## config.mk

```make
export PLATFORM = sky130hd
export DESIGN_NAME = rr_arb_mux
export DESIGN_NICKNAME = d
export VERILOG_FILES = /design/src/rtl/rr_arb_mux.sv
export SDC_FILE = /design/constraint.sdc
export NUM_CORES = 1
export LEC_CHECK = 0
export CAP_MARGIN = 25
export CELL_PAD_IN_SITES_DETAIL_PLACEMENT = 2
export CELL_PAD_IN_SITES_GLOBAL_PLACEMENT = 2
export CORE_MARGIN = 4
export CORE_UTILIZATION = 23
export CTS_CLUSTER_SIZE = 28
export DETAILED_ROUTE_END_ITERATION = 10
export PLACE_DENSITY = 0.88
export RECOVER_POWER = 50
export SLEW_MARGIN = 10
export SYNTH_ARGS = -nofsm -noshare
export SYNTH_HDL_FRONTEND = slang
export SYNTH_SLANG_ARGS = --single-unit
```

## constraint.sdc

```tcl
create_clock -name clk -period 3.54 [get_ports clk]
set_clock_uncertainty 0.1 [all_clocks]
set_input_delay 0.354 -clock clk [delete_from_list [all_inputs] [get_ports clk]]
set_output_delay 0.354 -clock clk [all_outputs]
set_load 0.02 [all_outputs]
```

## src/rtl/rr_arb_mux.sv

```systemverilog
// rr_arb_mux: N-channel, W-bit round-robin arbitrating mux with one
// registered output stage and optional packet locking.
//
// Lock FSM
//   state     | meaning
//   ----------+--------------------------------------------------------
//   ST_OPEN   | no packet in flight; grant follows round-robin search
//   ST_LOCKED | a packet is mid-flight on lock_ch_q; grant is pinned
//             | there until that channel transfers its last beat
module rr_arb_mux #(
  parameter int _W    = 32,
  parameter int _N    = 4,
  parameter int _S    = (_N > 1) ? $clog2(_N) : 1,
  parameter int _LOCK = 1
) (
  input  logic          clk,
  input  logic          rst_n,
  input  logic [_W-1:0] in_data [_N],
  input  logic [_N-1:0] in_valid,
  input  logic [_N-1:0] in_last,
  output logic [_N-1:0] in_ready,
  output logic [_W-1:0] out_data,
  output logic          out_last,
  output logic [_S-1:0] out_src,
  output logic          out_valid,
  input  logic          out_ready
);

  // One extra bit so ptr + offset can exceed _N-1 before the wrap.
  localparam int SW = _S + 1;

  typedef enum logic {
    ST_OPEN   = 1'b0,
    ST_LOCKED = 1'b1
  } lock_state_e;

  lock_state_e   state_q, state_d;
  logic [_S-1:0] lock_ch_q, lock_ch_d;
  logic [_S-1:0] ptr_q, ptr_d;
  logic [_W-1:0] data_q, data_d;
  logic          last_q, last_d;
  logic [_S-1:0] src_q, src_d;
  logic          valid_q, valid_d;

  logic          ld;
  logic          locked;
  logic          found;
  logic [SW-1:0] cand;
  logic [_S-1:0] arb_idx;
  logic [_S-1:0] grant;
  logic [_S-1:0] grant_inc;
  logic          xfer;

  // The output slot can take a beat when empty or being drained this cycle.
  assign ld     = !valid_q | out_ready;
  assign locked = (state_q == ST_LOCKED);

  // Round-robin search: first valid channel starting at ptr, wrapping at _N.
  always_comb begin
    found   = 1'b0;
    arb_idx = ptr_q;
    cand    = '0;
    for (int k = 0; k < _N; k++) begin
      cand = {1'b0, ptr_q} + SW'(k);
      if (cand >= SW'(_N)) begin
        cand = cand - SW'(_N);
      end
      if (!found && in_valid[cand[_S-1:0]]) begin
        found   = 1'b1;
        arb_idx = cand[_S-1:0];
      end
    end
  end

  assign grant     = locked ? lock_ch_q : arb_idx;
  assign grant_inc = (grant == _S'(_N - 1)) ? '0 : grant + _S'(1);

  // Ready goes only to the granted channel; held low throughout reset.
  always_comb begin
    in_ready        = '0;
    in_ready[grant] = rst_n & ld & (locked | in_valid[grant]);
  end

  assign xfer = in_valid[grant] & in_ready[grant];

  // Lock FSM next state: a non-last beat pins the channel, a last beat frees it.
  always_comb begin
    state_d   = state_q;
    lock_ch_d = lock_ch_q;
    case (state_q)
      ST_OPEN: begin
        if (xfer && !in_last[grant] && (_LOCK != 0)) begin
          state_d   = ST_LOCKED;
          lock_ch_d = grant;
        end
      end
      ST_LOCKED: begin
        if (xfer && in_last[grant]) begin
          state_d = ST_OPEN;
        end
      end
      default: begin
        state_d = ST_OPEN;
      end
    endcase
  end

  // Pointer moves past the winner at packet boundaries (every beat when unlocked mode).
  always_comb begin
    ptr_d = ptr_q;
    if (xfer && ((_LOCK == 0) || in_last[grant])) begin
      ptr_d = grant_inc;
    end
  end

  // Output slot: load on transfer, empty on an idle load, hold under backpressure.
  always_comb begin
    data_d  = data_q;
    last_d  = last_q;
    src_d   = src_q;
    valid_d = valid_q;
    if (ld) begin
      if (xfer) begin
        data_d  = in_data[grant];
        last_d  = in_last[grant];
        src_d   = grant;
        valid_d = 1'b1;
      end else begin
        valid_d = 1'b0;
      end
    end
  end

  // State registers; async reset drops any held beat and any lock.
  always_ff @(posedge clk or negedge rst_n) begin
    if (!rst_n) begin
      state_q   <= ST_OPEN;
      lock_ch_q <= '0;
      ptr_q     <= '0;
      data_q    <= '0;
      last_q    <= 1'b0;
      src_q     <= '0;
      valid_q   <= 1'b0;
    end else begin
      state_q   <= state_d;
      lock_ch_q <= lock_ch_d;
      ptr_q     <= ptr_d;
      data_q    <= data_d;
      last_q    <= last_d;
      src_q     <= src_d;
      valid_q   <= valid_d;
    end
  end

  assign out_data  = data_q;
  assign out_last  = last_q;
  assign out_src   = src_q;
  assign out_valid = valid_q;

endmodule

```

# ---- Yosys cells after proc, flatten, opt, wreduce, memory -nomap -nowiden
# Index checks and enable logic that the tools add are counted.
dict set report op_classes {
  n_eq_ne 1
  n_reduce_logical 13
  n_lt_le_gt_ge 11
  muxes 36
  addsub 8
  n_bitwise 8
}
# cell count
set op_table {}
lappend op_table {{32-bit binary-select mux with 2-bit select} 1}
lappend op_table {{32-bit 2-to-1 mux} 2}
lappend op_table {{2-bit 2-to-1 mux} 10}
lappend op_table {{2-bit by 3-bit < comparator with 1-bit output, second input constant} 5}
lappend op_table {{1-bit binary-select mux with 2-bit select} 7}
lappend op_table {{1-bit 2-to-1 mux} 14}
lappend op_table {{3-bit greater-or-equal comparator, second input constant} 4}
lappend op_table {{2-bit by 1-bit subtractor with 2-bit output, second input constant} 4}
lappend op_table {{2-bit by 2-bit adder with 3-bit output, second input constant} 2}
lappend op_table {{1-bit logical AND} 6}
lappend op_table {{1-bit logical NOT} 5}
lappend op_table {{4-bit bitwise AND} 1}
lappend op_table {{2-bit AND reduction} 2}
lappend op_table {{2-bit by 1-bit adder with 3-bit output, second input constant} 1}
lappend op_table {{1-bit bitwise AND} 3}
lappend op_table {{2-bit by 3-bit greater-or-equal comparator with 1-bit output, second input constant} 1}
lappend op_table {{2-bit inverter with 3-bit output} 1}
lappend op_table {{2-bit by 1-bit adder with 2-bit output, second input constant} 1}
lappend op_table {{1-bit demux with 2-bit select} 1}
lappend op_table {{2-bit == test, second input constant} 1}
lappend op_table {{2-bit by 1-bit greater-or-equal comparator with 1-bit output, second input constant} 1}
lappend op_table {{1-bit bitwise OR} 2}
lappend op_table {{1-bit case mux with 2 select lines} 1}
lappend op_table {{1-bit inverter} 1}
dict set report totals {
  out_inout_bits 40
  input_bits 139
  wordCells 84
  regBits 41
}

# ---- Longest topological paths before layout
dict set report depth {
  depth_word 26
  depth_mapped 13
  ltp_nobuf 11
}

# ---- Least setup slack after synthesis
# OpenSTA, ideal clock, no wires.
dict set report synth_timing {
  path_type {register -> register}
  start {register ptr_q[1]}
  end {register data_q[0] (netlist: out_data[0])}
  t_arrival_ns 3.009
  required_ns 3.315
  n_path_buf 4
  period_less_slack_ns 3.234
  path_slack_ns 0.306
  setup_time_ns 0.125
  stages_incl_launch_ff 14
  cell_sequence {dfrtp_1 -> buf_4 -> o221a_1 -> a221o_4 -> nor2_8 -> buf_4 -> buf_4 -> ha_1 -> inv_1 -> o311ai_2 -> o32a_2 -> nand2_4 -> buf_6 -> mux2_4}
}
dict set report synth_between {
  elab_chain_len 24
  elab_cells_between_ends 55
  classes_between {add/sub (7); order compare (6); mux (29); bitwise (5); reduce/logical (8)}
}
# item line_no
set synth_lines {}
lappend synth_lines {{start, declared} 39} ;# logic [_S-1:0] ptr_q, ptr_d;
lappend synth_lines {{start signal, assigned} 147} ;# ptr_q <= ptr_d;
lappend synth_lines {{parallel branches: the longest is 13 deep, another holds 2-bit by 1-bit adder with 3-bit output} n/a}
lappend synth_lines {{2-bit 2-to-1 mux *} 68} ;# if (!found && in_valid[cand[_S-1:0]]) begin
lappend synth_lines {{2-bit 2-to-1 mux *} 75} ;# assign grant = locked ? lock_ch_q : arb_idx;
lappend synth_lines {{net grant[1]} 50} ;# logic [_S-1:0] grant;
lappend synth_lines {{2-bit by 3-bit < comparator with 1-bit output (implied by the code) (tied with other cells)} 81} ;# in_ready[grant] = rst_n & ld & (locked | in_valid[grant]);
lappend synth_lines {{1-bit logical AND (implied by the code) / 1-bit 2-to-1 mux (equally long branches)} {81, 84}}
lappend synth_lines {{1-bit 2-to-1 mux (implied by the code) / 1-bit bitwise OR (equally long branches)} 81}
lappend synth_lines {{1-bit demux with 2-bit select / 1-bit bitwise AND (equally long branches)} 81}
lappend synth_lines {{4-bit bitwise AND (no source line)} n/a}
lappend synth_lines {{1-bit binary-select mux with 2-bit select} 84} ;# assign xfer = in_valid[grant] & in_ready[grant];
lappend synth_lines {{1-bit 2-to-1 mux (implied by the code)} 84}
lappend synth_lines {{1-bit bitwise AND} 84}
lappend synth_lines {{2-bit AND reduction (no source line)} n/a}
lappend synth_lines {{end signal, assigned} 148} ;# data_q <= data_d;
lappend synth_lines {{end, declared} 40} ;# logic [_W-1:0] data_q, data_d;
# Mark *: on every way through the listed nets, which the timed path passes. The select of a mux whose other input is x is not followed.
# A chain may end at the register's enable or synchronous reset.

# ---- Worst setup path after layout
dict set report layout_timing {
  start {input port in_valid[3]}
  end {output port in_ready[1]}
}
dict set report layout_between {
  elab_chain_len 18
  elab_cells_between_ends 32
  classes_between {order compare (2); mux (20); bitwise (3); reduce/logical (7)}
}
# item line_no
set layout_lines {}
lappend layout_lines {{start, declared} 19} ;# input logic [_N-1:0] in_valid,
lappend layout_lines {{1-bit binary-select mux with 2-bit select} 68}
lappend layout_lines {{1-bit 2-to-1 mux (implied by the code)} 68}
lappend layout_lines {{1-bit 2-to-1 mux} 68}
lappend layout_lines {{1-bit logical NOT} 68}
lappend layout_lines {{1-bit logical AND} 68}
lappend layout_lines {{1-bit 2-to-1 mux} 68}
lappend layout_lines {{1-bit logical NOT} 68}
lappend layout_lines {{1-bit logical AND} 68}
lappend layout_lines {{[2 not listed]} n/a}
lappend layout_lines {{1-bit logical AND} 68}
lappend layout_lines {{2-bit 2-to-1 mux} 68}
lappend layout_lines {{2-bit 2-to-1 mux} 75}
lappend layout_lines {{2-bit by 3-bit < comparator with 1-bit output (implied by the code) (tied with other cells)} 81}
lappend layout_lines {{1-bit logical AND (implied by the code) / 1-bit 2-to-1 mux (equally long branches)} 81}
lappend layout_lines {{1-bit 2-to-1 mux (implied by the code) / 1-bit bitwise OR (equally long branches)} 81}
lappend layout_lines {{1-bit demux with 2-bit select / 1-bit bitwise AND (equally long branches)} 81}
lappend layout_lines {{4-bit bitwise AND (no source line) *} n/a}
lappend layout_lines {{end, declared} 21} ;# output logic [_N-1:0] in_ready,
# Mark *: on every way between the ends. The rest lies on a longest branch, timed or not. The select of a mux whose other input is x is not followed.

==> impl_results.html <==
<table>
<tr><th>Metric</th><th>Value</th></tr>
<tr><th colspan="2">Run status</th></tr>
<tr><td>Status</td><td>finished with violations</td></tr>
<tr><td>Violated checks</td><td>max-capacitance violations, max-slew violations</td></tr>
<tr><th colspan="2">Critical path</th></tr>
<tr><td>R2r worst-path depth</td><td>12</td></tr>
<tr><td>Path type of the worst setup path</td><td>input port to primary output</td></tr>
<tr><td>Top fanout value on the critical path</td><td>6</td></tr>
<tr><td>CP Capture Type</td><td>primary output</td></tr>
<tr><td>Category of the worst setup path launch point</td><td>input port</td></tr>
<tr><td>Critical path required time</td><td>3.09 ns</td></tr>
<tr><td>Endpoint arrival time on the critical path</td><td>2.96 ns</td></tr>
<tr><th colspan="2">Synth</th></tr>
<tr><td>Register area share after synthesis</td><td>0.321</td></tr>
<tr><td>Number of different library cells in the post-synthesis netlist</td><td>46</td></tr>
<tr><td>Total of warnings raised by yosys</td><td>0</td></tr>
<tr><td>Cell taking the most area after synthesis</td><td>sky130_fd_sc_hd__dfrtp_1</td></tr>
<tr><td>Synth Area per Inst</td><td>11.8 sq um</td></tr>
<tr><td>Main area contributors after synthesis</td><td>sky130_fd_sc_hd__dfrtp_1 32%, sky130_fd_sc_hd__mux2i_1 31%, sky130_fd_sc_hd__mux2_4 13%, sky130_fd_sc_hd__mux2_2 2.1%, sky130_fd_sc_hd__ha_1 1.6%</td></tr>
<tr><td>Share of the synthesized area in the top cell type</td><td>0.321</td></tr>
<tr><td>Synth Register Bits</td><td>41</td></tr>
<tr><td>Net count of the mapped netlist</td><td>413</td></tr>
<tr><td>Syn Inst Count</td><td>270</td></tr>
<tr><td>Top_reg_cell synth</td><td>sky130_fd_sc_hd__dfrtp_1</td></tr>
<tr><td>Async set or reset register ratio after synthesis</td><td>1.00</td></tr>
<tr><td>Number of enable flip-flop cells after synthesis</td><td>0</td></tr>
<tr><td>Total standard cell area after synthesis</td><td>3200 sq um</td></tr>
<tr><th colspan="2">Clocking</th></tr>
<tr><td>Sink Count</td><td>41</td></tr>
<tr><td>Total setup buffers inserted after CTS</td><td>0</td></tr>
<tr><td>Clock slew at reported path FFs</td><td>0.06 ns</td></tr>
<tr><td>H-tree depth</td><td>2</td></tr>
<tr><td>Clock tree from TritonCTS</td><td>built</td></tr>
<tr><td>Bufs on Longest Clock Path</td><td>2</td></tr>
<tr><td>Clock insertion delay at the later pin of the skew report</td><td>0.27 ns</td></tr>
<tr><td>Clock buffers created by TritonCTS</td><td>5</td></tr>
<tr><td>Hold Buf Count CTS</td><td>0</td></tr>
<tr><td>Clk Tree Root Cell</td><td>sky130_fd_sc_hd__clkbuf_16</td></tr>
<tr><th colspan="2">Place</th></tr>
<tr><td>Detail Placement HPWL</td><td>10.1 mm</td></tr>
<tr><td>RD Place Congestion</td><td>0.862</td></tr>
<tr><td># port buffers</td><td>178</td></tr>
<tr><td>Post-place instance area</td><td>5200 sq um</td></tr>
<tr><td>Placed Instances</td><td>620</td></tr>
<tr><td>Pre-CTS setup slack</td><td>-0.0542 ns</td></tr>
<tr><th colspan="2">Routing</th></tr>
<tr><td>Number of nets still failing antenna checks after routing</td><td>0</td></tr>
<tr><td>Total DRC errors in the routed layout</td><td>0</td></tr>
<tr><td>DR WL/cell</td><td>19.2 um</td></tr>
<tr><td>Vias/cell</td><td>4.61</td></tr>
<tr><td>Total via count after detailed routing</td><td>2896</td></tr>
<tr><td>Iteration-0 DRC Markers</td><td>66</td></tr>
<tr><td>Total wirelength of the detailed-routed design</td><td>12.1 mm</td></tr>
<tr><td>Initial DRT Pass Iterations</td><td>4</td></tr>
<tr><th colspan="2">GRT</th></tr>
<tr><td>Antenna violations before repair</td><td>0</td></tr>
<tr><td>Number of global-route vias before repair</td><td>3542</td></tr>
<tr><td>Total routing usage reported by global routing</td><td>0.150</td></tr>
<tr><td>Remaining global-route overflow</td><td>0</td></tr>
<tr><td>Wire length of the first global-routing pass</td><td>19.1 mm</td></tr>
<tr><td>Largest net degree at the start of global routing</td><td>42</td></tr>
<tr><th colspan="2">Power and ir drop</th></tr>
<tr><td>Final total power</td><td>4.70 mW</td></tr>
<tr><td>Static leakage</td><td>2.63 nW</td></tr>
<tr><td>Total power per unit cell area</td><td>875 nW/um^2</td></tr>
<tr><td>Max IR drop VDD</td><td>0.000319 V</td></tr>
<tr><th colspan="2">Finish</th></tr>
<tr><td>Number of standard cells in the layout, taps in and fillers out</td><td>628</td></tr>
<tr><td>Commonest non-fill, non-tap cell in the layout</td><td>sky130_fd_sc_hd__clkdlybuf4s50_1</td></tr>
<tr><td>Register area</td><td>1030 sq um</td></tr>
<tr><td>Commonest cells after routing, fill and taps aside</td><td>159 x sky130_fd_sc_hd__clkdlybuf4s50_1, 98 x sky130_fd_sc_hd__mux2i_1, 40 x sky130_fd_sc_hd__dfrtp_1</td></tr>
<tr><td>Combined area of the multi-input logic cells</td><td>2030 sq um</td></tr>
<tr><td>Layout cell share with drive strength beyond 1</td><td>0.142</td></tr>
<tr><td>Diode count</td><td>0</td></tr>
<tr><td>Fill cell count</td><td>1406</td></tr>
<tr><td>Relative area change from synthesis to final layout</td><td>68.1%</td></tr>
<tr><td>Fin nets</td><td>594</td></tr>
<tr><td>Cell area after layout</td><td>5370 sq um</td></tr>
<tr><th colspan="2">Die</th></tr>
<tr><td>Width of the die</td><td>126 um</td></tr>
<tr><td>Floorplan core area</td><td>13400 sq um</td></tr>
<tr><td>Starting Density</td><td>0.239</td></tr>
<tr><td>Die Outline Area</td><td>15800 sq um</td></tr>
<tr><td>Top-Level Pins</td><td>179</td></tr>
<tr><td>Die Ht</td><td>126 um</td></tr>
<tr><td>Row Count</td><td>42</td></tr>
<tr><th colspan="2">Timing</th></tr>
<tr><td>Maximum clock rate</td><td>293 MHz</td></tr>
<tr><td>Portion of the clock cycle consumed by the worst path in the final layout</td><td>0.965</td></tr>
<tr><td>Final-layout worst hold slack</td><td>0.409 ns</td></tr>
<tr><td>Actual slew at the worst max-slew pin</td><td>2.34 ns</td></tr>
<tr><td>Time the worst path needs with I/O delays and setup</td><td>3.42 ns</td></tr>
<tr><td>Worst rel slew slack</td><td>-0.563</td></tr>
<tr><td>Count of final hold-check violations</td><td>0</td></tr>
<tr><td>Max-slew violation count</td><td>42</td></tr>
<tr><td>Slack of the critical path</td><td>0.122 ns</td></tr>
<tr><td>Unrepaired setup endpoints after global routing</td><td>yes</td></tr>
<tr><td>Total of endpoints with negative setup slack in the final report</td><td>0</td></tr>
<tr><th colspan="2">Min path</th></tr>
<tr><td>Hold path cells</td><td>1</td></tr>
<tr><td>Type of the tightest min-delay check</td><td>flip-flop to flip-flop</td></tr>
<tr><th colspan="2">Job</th></tr>
<tr><td>Max-cap violation count</td><td>1</td></tr>
</table>
worst paths after layout:
check	start	end	slack [ns]
max reg2reg	ptr_q[0]	out_data[27]	0.36
max	in_valid[3]	in_ready[1]	0.12
min reg2reg	out_data[25]	out_data[25]	0.41
max in group asynchronous	rst_n	ptr_q[1]	1.02
min in group asynchronous	rst_n	out_data[27]	0.82
min	out_data[25]	out_data[25]	0.41
where the power goes:
part           switching [mW]  internal, mW
clock                   0.176         0.352
sequential              0.170         0.718
combinational            1.60          1.69
total                    1.95          2.76
through the flow:
stage                     TNS (ns)   util
after global routing       -0.0344  0.401
after CTS                        0  0.401
after detailed placement    -0.492  0.388
after floorplan                  0      -
final                            0  0.401
after global placement           0  0.388
sequential cells by signal, summed over array words and instances (netlist names), named ones only:
signal / count
lock_ch_q: 2
out_data: 32
out_last: 1
out_src: 2
out_valid: 1
ptr_q: 2
cell usage after synthesis, drive strengths merged (2+ instances only):
cell	count
mux2i	98
dfrtp	41
mux2	34
buf	14
inv	13
nor2	8
a21oi	6
nand2	5
nand2b	5
o21ai	5
a211oi	4
ha	4
nor3	3
o211ai	3
a21o	2
a311oi	2
a32o	2
nor2b	2
o211a	2
o31ai	2
kinds of logic after synthesis:
logic type	after synthesis	synth area share
buf+inv	28	0.0466
compound gates	40	0.113
mux	132	0.458
simple gates	25	0.0454
flops	41	0.321
fa+ha+maj	4	0.0157
what timing repair did:
item,4_1_cts,5_1_grt
hold endpoints to repair,0,0
setup endpoints to repair,4,4
gates resized for setup,1,1
layer usage:
layer / GRT usage / up-vias / share of wire
met2: 0.294 / 101 / 0.55
met3: 0.0466 / 7 / 0.073
met4: 0.0265 / 0 / 0.0075
li1: - / 1362 / -
met5: 0 / - / 0
met1: 0.159 / 1426 / 0.37
critical path, stage by stage:
cell and delay, ns:
sky130_fd_sc_hd__clkdlybuf4s50_1 0.50, sky130_fd_sc_hd__nand2b_1 0.21, sky130_fd_sc_hd__a211oi_2 0.41, sky130_fd_sc_hd__a221o_4 0.24, sky130_fd_sc_hd__nor2_8 0.05, sky130_fd_sc_hd__inv_2 0.09, sky130_fd_sc_hd__ha_1 0.15, sky130_fd_sc_hd__inv_1 0.05
sky130_fd_sc_hd__buf_4 0.13, sky130_fd_sc_hd__nor2_1 0.12, sky130_fd_sc_hd__clkdlybuf4s50_1 0.63
cell type report:
class,count,share of cell area
inverters,13,0.00908
well taps,176,0.0410
clock inverters,1,0.00559
clock buffers,7,0.0265
repair buffers,189,0.350
multi-input cells,201,0.377
flip-flops and latches,41,0.191
No activity file was read; power rests on OpenSTA's default activity.
